$ cat src/rtl/mul_div_unit_pkg.sv
// Shared definitions for the multiply/divide unit: op encodings, FSM states
// and a helper that classifies signed operations.
package mips_pkg;

  localparam int MDU_OP_W = 3;

  localparam logic [MDU_OP_W-1:0] MDU_MULT  = 3'd0;
  localparam logic [MDU_OP_W-1:0] MDU_MULTU = 3'd1;
  localparam logic [MDU_OP_W-1:0] MDU_DIV   = 3'd2;
  localparam logic [MDU_OP_W-1:0] MDU_DIVU  = 3'd3;
  localparam logic [MDU_OP_W-1:0] MDU_MTHI  = 3'd4;
  localparam logic [MDU_OP_W-1:0] MDU_MTLO  = 3'd5;

  typedef enum logic [1:0] {
    IDLE = 2'd0,
    ITER = 2'd1,
    FIX  = 2'd2
  } mdu_state_t;

  function automatic logic isSignedOp(input logic [MDU_OP_W-1:0] op);
    return (op == MDU_MULT) || (op == MDU_DIV);
  endfunction

endpackage

$ cat src/rtl/mul_div_unit_if.sv
// Request/result bundle between the register-file stage and the multiply/divide unit.
interface mul_div_unit_if
  import mips_pkg::*;
#(
  parameter int WIDTH = 32
) ();

  logic                Start;
  logic [MDU_OP_W-1:0] Op;
  logic [WIDTH-1:0]    SrcA;
  logic [WIDTH-1:0]    SrcB;
  logic                Busy;
  logic                Done;
  logic [WIDTH-1:0]    HI;
  logic [WIDTH-1:0]    LO;

  modport master (
    output Start, Op, SrcA, SrcB,
    input  Busy, Done, HI, LO
  );

  modport slave (
    input  Start, Op, SrcA, SrcB,
    output Busy, Done, HI, LO
  );

endinterface

$ cat src/rtl/mul_div_unit_abs_neg.sv
// Combinational conditional two's-complement negate, used both to take operand
// magnitudes and to restore result signs.
module mdu_abs_neg #(
  parameter int WIDTH = 32
) (
  input  logic [WIDTH-1:0] i_value,
  input  logic             i_neg,
  output logic [WIDTH-1:0] o_value
);

  assign o_value = i_neg ? -i_value : i_value;

endmodule

$ cat src/rtl/mul_div_unit.sv
// Iterative multiply/divide unit owning HI/LO: shift-add multiply and restoring
// divide on magnitudes, one bit per cycle, with sign correction in a final cycle.
module mul_div_unit
  import mips_pkg::*;
#(
  parameter int WIDTH = 32
) (
  input  logic           clk,
  input  logic           rst,
  mul_div_unit_if.slave  bus
);

  localparam int CW = $clog2(WIDTH);

  mdu_state_t r_state;
  mdu_state_t w_nextState;

  logic [CW-1:0]      r_cnt;
  logic [WIDTH-1:0]   r_accHi;
  logic [WIDTH-1:0]   r_accLo;
  logic [WIDTH:0]     r_opA;
  logic [WIDTH:0]     r_opB;
  logic               r_isMul;
  logic               r_negQ;
  logic               r_negR;
  logic               r_divZero;
  logic               r_done;
  logic [WIDTH-1:0]   r_hiOut;
  logic [WIDTH-1:0]   r_loOut;

  logic               w_accept;
  logic               w_isMul;
  logic               w_isMulDiv;
  logic               w_signedOp;
  logic               w_signA;
  logic               w_signB;
  logic               w_lastIter;
  logic [WIDTH:0]     w_extA;
  logic [WIDTH:0]     w_extB;
  logic [WIDTH:0]     w_magA;
  logic [WIDTH:0]     w_magB;
  logic [WIDTH:0]     w_mulSum;
  logic [WIDTH:0]     w_divShift;
  logic [WIDTH-1:0]   w_divDiff;
  logic               w_divGeq;
  logic [2*WIDTH-1:0] w_prodFix;
  logic [WIDTH-1:0]   w_quotFix;
  logic [WIDTH-1:0]   w_remFix;

  assign w_isMul    = (bus.Op == MDU_MULT) || (bus.Op == MDU_MULTU);
  assign w_isMulDiv = w_isMul || (bus.Op == MDU_DIV) || (bus.Op == MDU_DIVU);
  assign w_signedOp = isSignedOp(bus.Op);
  assign w_signA    = w_signedOp & bus.SrcA[WIDTH-1];
  assign w_signB    = w_signedOp & bus.SrcB[WIDTH-1];
  assign w_lastIter = (r_cnt == CW'(WIDTH - 1));

  // Operands widen by one bit so the magnitude of the most negative value is exact.
  assign w_extA = {w_signA, bus.SrcA};
  assign w_extB = {w_signB, bus.SrcB};

  mdu_abs_neg #(.WIDTH(WIDTH + 1)) u_absA (.i_value(w_extA), .i_neg(w_signA), .o_value(w_magA));
  mdu_abs_neg #(.WIDTH(WIDTH + 1)) u_absB (.i_value(w_extB), .i_neg(w_signB), .o_value(w_magB));

  assign w_mulSum   = {1'b0, r_accHi} + (r_accLo[0] ? r_opA : '0);
  assign w_divShift = {r_accHi, r_accLo[WIDTH-1]};
  assign w_divGeq   = (w_divShift >= r_opB);
  assign w_divDiff  = w_divShift[WIDTH-1:0] - r_opB[WIDTH-1:0];

  mdu_abs_neg #(.WIDTH(2 * WIDTH)) u_prodFix (.i_value({r_accHi, r_accLo}), .i_neg(r_negQ), .o_value(w_prodFix));
  mdu_abs_neg #(.WIDTH(WIDTH))     u_quotFix (.i_value(r_accLo), .i_neg(r_negQ), .o_value(w_quotFix));
  mdu_abs_neg #(.WIDTH(WIDTH))     u_remFix  (.i_value(r_accHi), .i_neg(r_negR), .o_value(w_remFix));

  always_ff @(posedge clk) begin
    if (rst) r_state <= IDLE;
    else     r_state <= w_nextState;
  end

  always_comb begin
    w_nextState = r_state;
    w_accept    = 1'b0;
    case (r_state)
      IDLE: if (bus.Start && w_isMulDiv) begin
        w_accept    = 1'b1;
        w_nextState = ITER;
      end
      ITER:    if (w_lastIter) w_nextState = FIX;
      FIX:     w_nextState = IDLE;
      default: w_nextState = IDLE;
    endcase
  end

  // Accumulator holds partial product high / partial remainder; the low word
  // shifts out multiplier bits or shifts in quotient bits.
  always_ff @(posedge clk) begin
    if (rst) begin
      r_cnt     <= '0;
      r_accHi   <= '0;
      r_accLo   <= '0;
      r_opA     <= '0;
      r_opB     <= '0;
      r_isMul   <= 1'b0;
      r_negQ    <= 1'b0;
      r_negR    <= 1'b0;
      r_divZero <= 1'b0;
      r_done    <= 1'b0;
      r_hiOut   <= '0;
      r_loOut   <= '0;
    end else begin
      r_done <= 1'b0;
      if (w_accept) begin
        r_cnt     <= '0;
        r_opA     <= w_magA;
        r_opB     <= w_magB;
        r_isMul   <= w_isMul;
        r_negQ    <= w_signA ^ w_signB;
        r_negR    <= w_signA;
        r_divZero <= (bus.SrcB == '0);
        r_accHi   <= '0;
        r_accLo   <= w_isMul ? w_magB[WIDTH-1:0] : w_magA[WIDTH-1:0];
      end else if (r_state == ITER) begin
        r_cnt <= r_cnt + CW'(1);
        if (r_isMul) begin
          r_accHi <= w_mulSum[WIDTH:1];
          r_accLo <= {w_mulSum[0], r_accLo[WIDTH-1:1]};
        end else begin
          r_accHi <= w_divGeq ? w_divDiff : w_divShift[WIDTH-1:0];
          r_accLo <= {r_accLo[WIDTH-2:0], w_divGeq};
        end
      end else if (r_state == FIX) begin
        r_done <= 1'b1;
        if (r_isMul) begin
          {r_hiOut, r_loOut} <= w_prodFix;
        end else begin
          // A zero divisor leaves the dividend in the remainder; only LO needs forcing.
          r_hiOut <= w_remFix;
          r_loOut <= r_divZero ? '1 : w_quotFix;
        end
      end else if (r_state == IDLE && bus.Start) begin
        if (bus.Op == MDU_MTHI) r_hiOut <= bus.SrcA;
        if (bus.Op == MDU_MTLO) r_loOut <= bus.SrcA;
      end
    end
  end

  assign bus.Busy = (r_state != IDLE);
  assign bus.Done = r_done;
  assign bus.HI   = r_hiOut;
  assign bus.LO   = r_loOut;

endmodule

$ cat src/flat_wrapper.sv
// flat-port wrapper written by rule: the top's interface ports become plain ports
module mul_div_unit_flat import mips_pkg::*;
#(
  parameter int WIDTH = 32
)
  (clk, rst, bus_Start, bus_Op, bus_SrcA, bus_SrcB, bus_Busy, bus_Done, bus_HI, bus_LO);
  mul_div_unit_if #(.WIDTH(WIDTH)) bus_i ();
  input  logic clk;
  input  logic rst;
  input wire logic [$bits(bus_i.Start)-1:0] bus_Start;
  input wire logic [$bits(bus_i.Op)-1:0] bus_Op;
  input wire logic [$bits(bus_i.SrcA)-1:0] bus_SrcA;
  input wire logic [$bits(bus_i.SrcB)-1:0] bus_SrcB;
  output wire logic [$bits(bus_i.Busy)-1:0] bus_Busy;
  output wire logic [$bits(bus_i.Done)-1:0] bus_Done;
  output wire logic [$bits(bus_i.HI)-1:0] bus_HI;
  output wire logic [$bits(bus_i.LO)-1:0] bus_LO;
  assign bus_i.Start = bus_Start;
  assign bus_i.Op = bus_Op;
  assign bus_i.SrcA = bus_SrcA;
  assign bus_i.SrcB = bus_SrcB;
  assign bus_Busy = bus_i.Busy;
  assign bus_Done = bus_i.Done;
  assign bus_HI = bus_i.HI;
  assign bus_LO = bus_i.LO;
  mul_div_unit #(.WIDTH(WIDTH)) u_core (.clk(clk), .rst(rst), .bus(bus_i));
endmodule
$ cat config.mk
export PLATFORM = sky130hd
export DESIGN_NAME = mul_div_unit_flat
export DESIGN_NICKNAME = d
export VERILOG_FILES = /design/src/rtl/mul_div_unit_pkg.sv /design/src/rtl/mul_div_unit_if.sv /design/src/rtl/mul_div_unit_abs_neg.sv /design/src/rtl/mul_div_unit.sv /design/src/flat_wrapper.sv
export SDC_FILE = /design/constraint.sdc
export NUM_CORES = 1
export LEC_CHECK = 0
export ABC_CLOCK_PERIOD_IN_PS = 9300
export CAP_MARGIN = 20
export CORE_MARGIN = 1.5
export CORE_UTILIZATION = 30
export CTS_BUF_LIST = sky130_fd_sc_hd__clkbuf_16
export CTS_CLUSTER_DIAMETER = 80
export DETAILED_ROUTE_END_ITERATION = 10
export DONT_BUFFER_PORTS = 1
export MAX_ROUTING_LAYER = met4
export PLACE_DENSITY_LB_ADDON = 0.2
export SETUP_SLACK_MARGIN = 0.5
export SYNTH_ARGS = -nofsm -noshare
export SYNTH_HDL_FRONTEND = slang
export SYNTH_SLANG_ARGS = --single-unit
$ cat constraint.sdc
create_clock -name clk -period 9.3 [get_ports clk]
set_clock_uncertainty 0.15 [all_clocks]
set_input_delay 0.93 -clock clk [delete_from_list [all_inputs] [get_ports clk]]
set_output_delay 0.93 -clock clk [all_outputs]
set_load 0.005 [all_outputs]
== Word level (Yosys, flattened, before mapping) ==
Index checks and enable logic that the tools add are counted.

* Flip-flop bits (word level): 206
* Input port bits: 70
* Output and inout bits: 66
* Logic and storage cells: 83

* Add/sub/neg operators: 8
* Order comparisons: 1
* Eq/ne operators: 10
* Muxes and demuxes: 27
* Bitwise logic cells: 5
* Reductions and logical operators: 19

{| class="wikitable"
|+ Operators with widths
! cell !! count
|-
| two-way mux 32 bit || 17
|-
| two-way mux 33 bit || 3
|-
| negator 33 bit || 2
|-
| two-way mux 64 bit || 1
|-
| negator 32 bit || 2
|-
| negator 64 bit || 1
|-
| adder 32 x 33 -> 33 bit || 1
|-
| greater-or-equal comparator 33 bit || 1
|-
| zero test 32 bit || 1
|-
| subtractor 32 bit || 1
|-
| nonzero test 2 bit || 5
|-
| AND reduction 4 bit || 2
|-
| equality test 3 x 2 -> 1 bit (second input constant) || 2
|-
| equality test 3 bit (second input constant) || 2
|-
| adder 5 x 1 -> 5 bit (second input constant) || 1
|-
| equality test 5 bit (second input constant) || 1
|-
| logical OR 1 bit || 4
|-
| two-way mux 2 bit || 2
|-
| != test 2 x 1 -> 1 bit (second input constant) || 2
|-
| one-hot mux 2 bit (2 select lines) || 1
|-
| equality test 3 x 1 -> 1 bit (second input constant) || 1
|-
| zero test 3 bit || 1
|-
| two-way mux 1 bit || 3
|-
| OR reduction 3 bit || 1
|-
| 9 further kinds || 12
|}

== Logic depth before layout (Yosys ltp) ==
Gate-level depths: netlist of the first run.

* Depth after elaboration: 9
* Mapped depth: 15
* Mapped depth without buffers: 14

== Hierarchy ==
Synthesis of the first run repeated with hierarchy kept, for this count alone.

* Cells, all modules: 2,400
* Area total of the unflattened synthesis: 18,191.2 um2

{| class="wikitable"
|+ Modules (own cells, without submodules)
! module !! times used !! cells an instance !! area each (um2) !! seq. area each (um2)
|-
| mul_div_unit || 1 || 1,765 || 13,491.7 || 4,124.0
|-
| mdu_abs_neg (u_core.u_absA ...) || 2 || 105 || 813.3 || 0.0
|-
| mdu_abs_neg (u_core.u_prodFix) || 1 || 209 || 1,539.0 || 0.0
|-
| mdu_abs_neg (u_core.u_quotFix ...) || 2 || 108 || 767.0 || 0.0
|}

== Least setup slack after synthesis of the first run ==
No wires, ideal clock.

* Path type: flip-flop to flip-flop
* Start: reg u_core.r_accLo[0]
* End: reg u_core.r_accHi[31]
* Setup time: 0.095 ns
* Data arrival time: 3.210 ns
* Data required time: 9.055 ns
* Path slack: 5.845 ns
* Cell stages (with the launch flop): 16
* Buffers on the path: 2
* Clock period less this slack: 3.455 ns
* Cells stage by stage: dfxtp_1 -> clkbuf_1 -> clkbuf_1 -> and2_1 -> ha_1 -> fa_1 -> a21oi_1 -> nor2_1 -> o31ai_1 -> o31ai_1 -> a31oi_1 -> a21oi_1 -> a41oi_1 -> xnor2_1 -> or3_1 -> o311ai_1

* Word-level cells in the longest chain between the ends: 3

{| class="wikitable"
|+ Ends and longest elaborated chain
! element !! RTL line !! text
|-
| from (decl) || mul_div_unit.sv:20 || <nowiki>logic [WIDTH-1:0] r_accLo;</nowiki>
|-
| from (signal assigned) || mul_div_unit.sv:119 || <nowiki>r_accLo <= w_isMul ? w_magB[WIDTH-1:0] : w_magA[WIDTH-1:0];</nowiki>
|-
| from (signal assigned) || mul_div_unit.sv:124 || <nowiki>r_accLo <= {w_mulSum[0], r_accLo[WIDTH-1:1]};</nowiki>
|-
| from (signal assigned) || mul_div_unit.sv:127 || <nowiki>r_accLo <= {r_accLo[WIDTH-2:0], w_divGeq};</nowiki>
|-
| two-way mux 33 bit || mul_div_unit.sv:64 || <nowiki>assign w_mulSum = {1'b0, r_accHi} + (r_accLo[0] ? r_opA : '0);</nowiki>
|-
| adder 32 x 33 -> 33 bit || mul_div_unit.sv:64 ||
|-
| two-way mux 32 bit || mul_div_unit.sv:122 || <nowiki>if (r_isMul) begin</nowiki>
|-
| to (signal assigned) || mul_div_unit.sv:123 || <nowiki>r_accHi <= w_mulSum[WIDTH:1];</nowiki>
|-
| to (signal assigned) || mul_div_unit.sv:126 || <nowiki>r_accHi <= w_divGeq ? w_divDiff : w_divShift[WIDTH-1:0];</nowiki>
|-
| to (decl) || mul_div_unit.sv:19 || <nowiki>logic [WIDTH-1:0] r_accHi;</nowiki>
|}

No other way between the ends.
A chain may end at the register's enable or synchronous reset.

== Worst setup path in the final report of the first run ==
* Start: reg u_core.r_accHi[3]
* End: reg u_core.r_accHi[27]

* Word-level cells in the longest chain between the ends: 3
* Elaborated cells on any way between the ends: 5
* Those cells by class: 2 x add/sub; 1 x order compare; 2 x mux

{| class="wikitable"
|+ Ends and longest elaborated chain
! element !! RTL line
|-
| subtractor 32 bit / greater-or-equal comparator 33 bit (equally long branches) || mul_div_unit.sv:67, mul_div_unit.sv:66
|-
| two-way mux 32 bit || mul_div_unit.sv:126
|-
| two-way mux 32 bit * || mul_div_unit.sv:122
|}

Every way passes the cells marked *; elsewhere a longest branch is shown, timed or not.

==> results of run 1 <==
power by group:
part / internal, mW / total (mW) / switching [mW]
Sequential: 0.933 / 1.02 / 0.0820
Clock: 0.650 / 1.11 / 0.455
Combinational: 0.306 / 0.844 / 0.538
logic make-up after synthesis:
logic type	after synthesis	share of synthesized area [%]
AOI/OAI and AO/OA	672	28.22
and+or+nand+nor	653	19.55
buffers and inverters	212	5.290
DFF	206	26.74
xor gates and xnor gates	180	10.22
adders and majority gates	73	6.021
muxes	60	3.952
path summary, 6_finish.rpt:
path / startpoint / to / cells past startpoint
max reg2reg: u_core.r_accHi[3]$_SDFFE_PP0P_ / u_core.r_accHi[27]$_SDFFE_PP0P_ / 12
min: u_core.r_opA[0]$_SDFFE_PP0P_ / u_core.r_opA[0]$_SDFFE_PP0P_ / 2
max: u_core.r_accHi[3]$_SDFFE_PP0P_ / u_core.r_accHi[27]$_SDFFE_PP0P_ / 12
min reg2reg: u_core.r_opA[0]$_SDFFE_PP0P_ / u_core.r_opA[0]$_SDFFE_PP0P_ / 2
worst reg2reg max path, stage by stage (launching register included):
cell	delay (ps)
dfxtp_1	510
ha_1	360
a21o_1	210
a31oi_1	190
a21oi_1	100
a211o_1	420
o21a_1	260
a41o_1	340
buf_4	270
nor2_2	720
a222oi_1	250
a21boi_0	170
a21oi_1	170
metal layers:
metal	track usage, %	up-vias	share of wire (%)
met5	-	-	0
met4	7.190	0	3.4
met3	2.914	101	5.8
met2	37.83	529	46
met1	32.79	7224	45
li1	-	7215	-
cell type report:
| cell class | count | share of cell area (%) |
|---|---|---|
| Sequential cell | 206 | 24.65 |
| Inverter | 63 | 1.412 |
| Multi-Input combinational cell | 1638 | 62.76 |
| Tap cell | 672 | 5.022 |
| Clock inverter | 22 | 1.196 |
| Clock buffer | 29 | 4.334 |
| Timing Repair Buffer | 14 | 0.6277 |
registers in the layout, summed over array words and instances, names as in the netlist:
signal	cells
u_core.r_accHi	32
u_core.bus.HI	32
u_core.r_isMul	1
u_core.r_cnt	5
u_core.r_opB	33
u_core.r_negQ	1
u_core.r_state	2
u_core.bus.LO	32
u_core.r_accLo	32
u_core.bus.Done	1
u_core.r_divZero	1
u_core.r_opA	33
u_core.r_negR	1
cells in the mapped netlist (9+ instances only):
cell type and count:
nor2_1 270, a21oi_1 218, dfxtp_1 206, nand2_1 178, clkbuf_1 126, o21ai_0 112
a211oi_1 111, xnor2_1 96, xor2_1 84, ha_1 71, inv_1 63, mux2i_1 53
and2_1 46, a21o_1 29, nor3_1 27, a31oi_1 24, o31ai_1 20, nand3_1 17
o22ai_1 17, nand4_1 16, nor4_1 16, nand2b_1 14, o221ai_1 14, a311oi_1 13
and3_1 12, buf_1 11, a221oi_1 10, buf_2 10, o211ai_1 10, or3_1 10
o21a_1 9, o41ai_1 9
per-stage QoR:
step	hold WS [ps]	setup slack, ps	instance area [um2]	util (%)	total power, mW
3_3_place_gp	295.7	5322	15810	31.32	1.865
4_1_cts	305.2	5224	16740	33.17	2.972
2_1_floorplan	272.0	5845	15420	-	1.623
5_1_grt	325.9	4952	16740	33.17	3.101
3_5_place_dp	298.9	5273	15820	31.34	1.864
6_report	306.2	5103	16740	33.17	2.964
==> results.md, run 1 <==
* Status: finished, final reports clean
* Worst path most repeated cell: a21oi_1
* Skew-Pair Late Insertion Delay at 570 ps
* First-pass GRT wire length at 94420 um
* Critical path arrival at 4530 ps
* Root buf cell: clkbuf_16
* Final Critical Period at 4197 ps
* Slowest stage delay, CP at 710 ps
* Register area at 4128 um2
* Crit-path leading delay family: compound AO/OA/AOI/OAI gates
* Hpwl dp at 49450 um
* Area Growth Syn to Fin at 8.585%
* Worst-path maximum fanout at 24
* Max-cap viol count at 0
* Iter 0 DRT Violations at 1384
* Vias at 15070
* CTS tree: done
* Multi-input gate area at 10510 um2
* Die area at 52770 um2
* Effective utilization at floorplan at 30.55%
* Via density at 5.699
* Gpl congestion at 0.9435
* Wirelength per Cell at 24.15 um
* Placed Cells at 2593
* RSZ-0062 raised after global routing: no
* Diodes inserted at 0
* Pre-Repair DR Iteration Count at 5
* # setup viols final at 0
* IO buf count at 0
* Layout cells sized above 1 at 5.274%
* Number of synthesized flops with an enable pin at 0
* Die H at 229.7 um
* Syn_nets at 2199
* # IOs at 136
* Max Fclk at 238.3 MHz
* Slowest cell on crit path: nor2_2
* GRT overflow at 0
* Buf/Inv on CP at 1
* All-layer global routing usage at 24.25%
* Ys flop type: dfxtp_1
* Non-filler instance count after layout at 2644
* Avg Cell Area, Syn at 7.500 um2
* Number of post-CTS setup repair buffers at 0
* Hold Crit Class: register to register
* Resize count post-CTS at 0
* Synth unique cells at 83
* # rows at 82
* Setup TNS at 0 ps
* Post-synthesis register bit count at 206
* Leak pwr at 6.263 nW
* Top-area cell type share of the netlist area at 26.74%
* Power per cell area at 177.0 nW/um2
* Die extent in x at 229.7 um
* Crit path launch type: register
* Clk slew on worst S/H paths at 70 ps
* Final max-slew violation count at 0
* Worst setup EP type: register
* Async SR Flop Fraction at 0%
* Cell Area, Synth at 15420 um2
* Crit-path cells: ha_1 -> a21o_1 -> a31oi_1 -> a21oi_1 -> a211o_1 -> o21a_1 -> a41o_1 -> buf_4 -> nor2_2 -> a222oi_1 -> a21boi_0 -> a21oi_1
* Max clock buf depth at 3
* Max_slew headroom at 29.04%
* Kind of critical path: register to register
* Most common cell after layout, fill and taps aside: nor2_1
* Core Area at 50480 um2
* DR DRC count at 0
* Synth top area cells: dfxtp_1, a21oi_1, nor2_1
* Peak VDD IR at 0.1225 mV
* Slew @ Worst Pin at 1064 ps
* Total CTS buffers at 28
* Largest area contributor in the synthesized netlist: dfxtp_1
* WP data required at 9640 ps
* Commonest non-fill, non-tap cells in the layout: nor2_1, a21oi_1, dfxtp_1
* Hold Violations, Final at 0
* Post-CTS Hold Buffers at 0
* NumNets Final at 2094
* Final WL at 63860 um
* Clock H-tree levels at 1
* Initial antenna violation count at 1
* Cell count after synthesis at 2056
* Vias in the first global route at 14140
* # clock sinks at 206
* Filler cells at 5437
* Register area share after synthesis at 26.74%
* Fin crit share at 45.13%
* Antenna Nets Post-Route at 0
* Largest net degree at the start of global routing at 158
* Synth warnings at 0
* R2r setup slk at 5100 ps
Power figures use the tool's default switching activity.
==> run 2, diff against run 1 <==
Settings changed: ABC_CLOCK_PERIOD_IN_PS 9300 to 3400.
Clock period 9.3 ns to 3.4 ns, I/O delays scaled along.
==> run 2 against run 1 <==
The run now ends with hold timing left. Sequential cell count unchanged. Critical endpoint is now u_core.r_accHi[28]$_SDFFE_PP0P_. Combinational power increased to 4.3 times the previous value. Routed wire length grew 8.8%. Final area is 25% higher. Core utilization is 8.2 points higher. Fmax up 28%. Worst setup slack got worse by 5000 ps. Via count grew 8.8%. Die area did not move. First-iteration DRC count fell by 3.0%. Sequential power grew to 2.6 times the previous value.
==> results.md, run 2 (synthesized netlist as in run 1, its figures left out) <==
* Via density at 5.596
* First-pass GRT wire length at 101200 um
* Hpwl dp at 50830 um
* All-layer global routing usage at 26.03%
* Placed Cells at 2717
* Max_slew headroom at 10.66%
* Die extent in x at 229.7 um
* Failing checks: hold timing
* Effective utilization at floorplan at 30.55%
* Gpl congestion at 0.9292
* Biggest regs: u_core.r_opA: 33 flops, u_core.r_opB: 33 flops
* Clock H-tree levels at 1
* Max-cap viol count at 0
* Initial antenna violation count at 7
* Clk slew on worst S/H paths at 70 ps
* Layout cells sized above 1 at 25.23%
* Non-filler instance count after layout at 2929
* Max clock buf depth at 3
* CTS tree: done
* Hold Violations, Final at 2
* Peak VDD IR at 0.3939 mV
* Status: finished with violations
* WP data required at 3760 ps
* Vias in the first global route at 15690
* Slew @ Worst Pin at 1340 ps
* Critical path arrival at 3630 ps
* Worst setup EP type: register
* Antenna Nets Post-Route at 0
* # setup viols final at 0
* # clock sinks at 206
* Pre-Repair DR Iteration Count at 5
* Final max-slew violation count at 0
* Largest net degree at the start of global routing at 137
* Die area at 52770 um2
* Total CTS buffers at 27
* RSZ-0062 raised after global routing: yes
* Fin crit share at 96.23%
* Worst-path maximum fanout at 3
* Area Growth Syn to Fin at 35.56%
* # rows at 82
* Fin area at 20900 um2
* IO buf count at 0
* Hold Crit Class: primary input to register
* Final WL at 69490 um
* Core Area at 50480 um2
* Crit path launch type: register
* Iter 0 DRT Violations at 1342
* Max Fclk at 305.6 MHz
* GRT overflow at 0
* Most common cell after layout, fill and taps aside: nor2_1
* Final Critical Period at 3272 ps
* Leak pwr at 7.993 nW
* Wirelength per Cell at 23.73 um
* Hold_ws at -3.571 ps
* NumNets Final at 2377
* # IOs at 136
* Post-DP Area at 16940 um2
* DR DRC count at 0
* Root buf cell: clkbuf_16
* Vias at 16390
* Power per cell area at 459.3 nW/um2
* Skew-Pair Late Insertion Delay at 590 ps
* Setup TNS at 0 ps
* Die H at 229.7 um
* Kind of critical path: register to register
* Commonest non-fill, non-tap cells in the layout: nor2_1, buf_4, a21oi_1
* Filler cells at 5247
==> run 2: repair_timing <==
item                                    4_1_cts  5_1_grt
cloned                                        0        1
setup buffers                                44       47
hold endpoints to repair                    167        1
hold buffers                                 67        1
endpoints found under the setup margin       62       77
pin swaps                                    67      128
resized for setup                           130      209
==> run 2: report_power, final <==
group / total (mW) / leakage [nW] / switching, mW / internal [mW]
combinational: 3.61 / 5.80 / 2.01 / 1.61
clock: 3.29 / 0.505 / 1.29 / 2.00
sequential: 2.70 / 1.69 / 0.145 / 2.55
==> run 2: final cells by class <==
class / count / area [um2] / share of cell area (%)
well taps: 672 / 840.8 / 4.022
flip-flops and latches: 206 / 4164 / 19.92
repair buffers: 298 / 2595 / 12.41
diodes: 2 / 5.005 / 0.02394
clock buffers: 27 / 675.6 / 3.232
multi-input cells: 1638 / 12050 / 57.65
clock inverters: 23 / 329.1 / 1.574
inverters: 63 / 244.0 / 1.167
==> run 2: final timing paths <==
kind,startpoint,end,slack [ps],depth (start not counted)
setup / recovery,u_core.r_accLo[31]$_SDFFE_PP0N_,u_core.r_accHi[28]$_SDFFE_PP0P_,130,15
hold / removal,bus_SrcB[13],u_core.r_opB[13]$_SDFFE_PP0P_,-4,2
setup reg to reg,u_core.r_accLo[31]$_SDFFE_PP0N_,u_core.r_accHi[28]$_SDFFE_PP0P_,130,15
hold reg to reg,u_core.r_opB[32]$_SDFFE_PP0P_,u_core.r_opB[32]$_SDFFE_PP0P_,300,2
==> run 2: layer usage <==
layer	track usage [%]	share of wire [%]
met1	33.46	44
met4	8.190	3.2
met5	-	0
met2	40.58	46
met3	5.667	6.9
==> run 2: metrics by stage <==
| stage | hold slack (ps) | worst slack, ps | util, % | power, mW |
|---|---|---|---|---|
| floorplan | 272.0 | 237.8 | - | 4.467 |
| global placement | 280.1 | 45.84 | 33.54 | 5.381 |
| detailed placement | 291.6 | 12.50 | 33.56 | 5.389 |
| CTS | 0.4622 | 169.0 | 38.72 | 9.142 |
| global route | 4.430 | 57.68 | 41.41 | 10.02 |
| finish | -3.571 | 128.2 | 41.41 | 9.602 |
==> run 2: critical path, stage by stage (launching register included) <==
cell	delay, ps
dfxtp_2	320
inv_2	60
ha_4	130
inv_2	40
fa_2	370
a21o_1	200
a221oi_4	320
o22ai_2	140
a31o_2	300
o22ai_4	200
o32ai_4	140
o41ai_4	340
buf_4	180
xnor2_2	100
nand2_1	70
a21oi_1	130
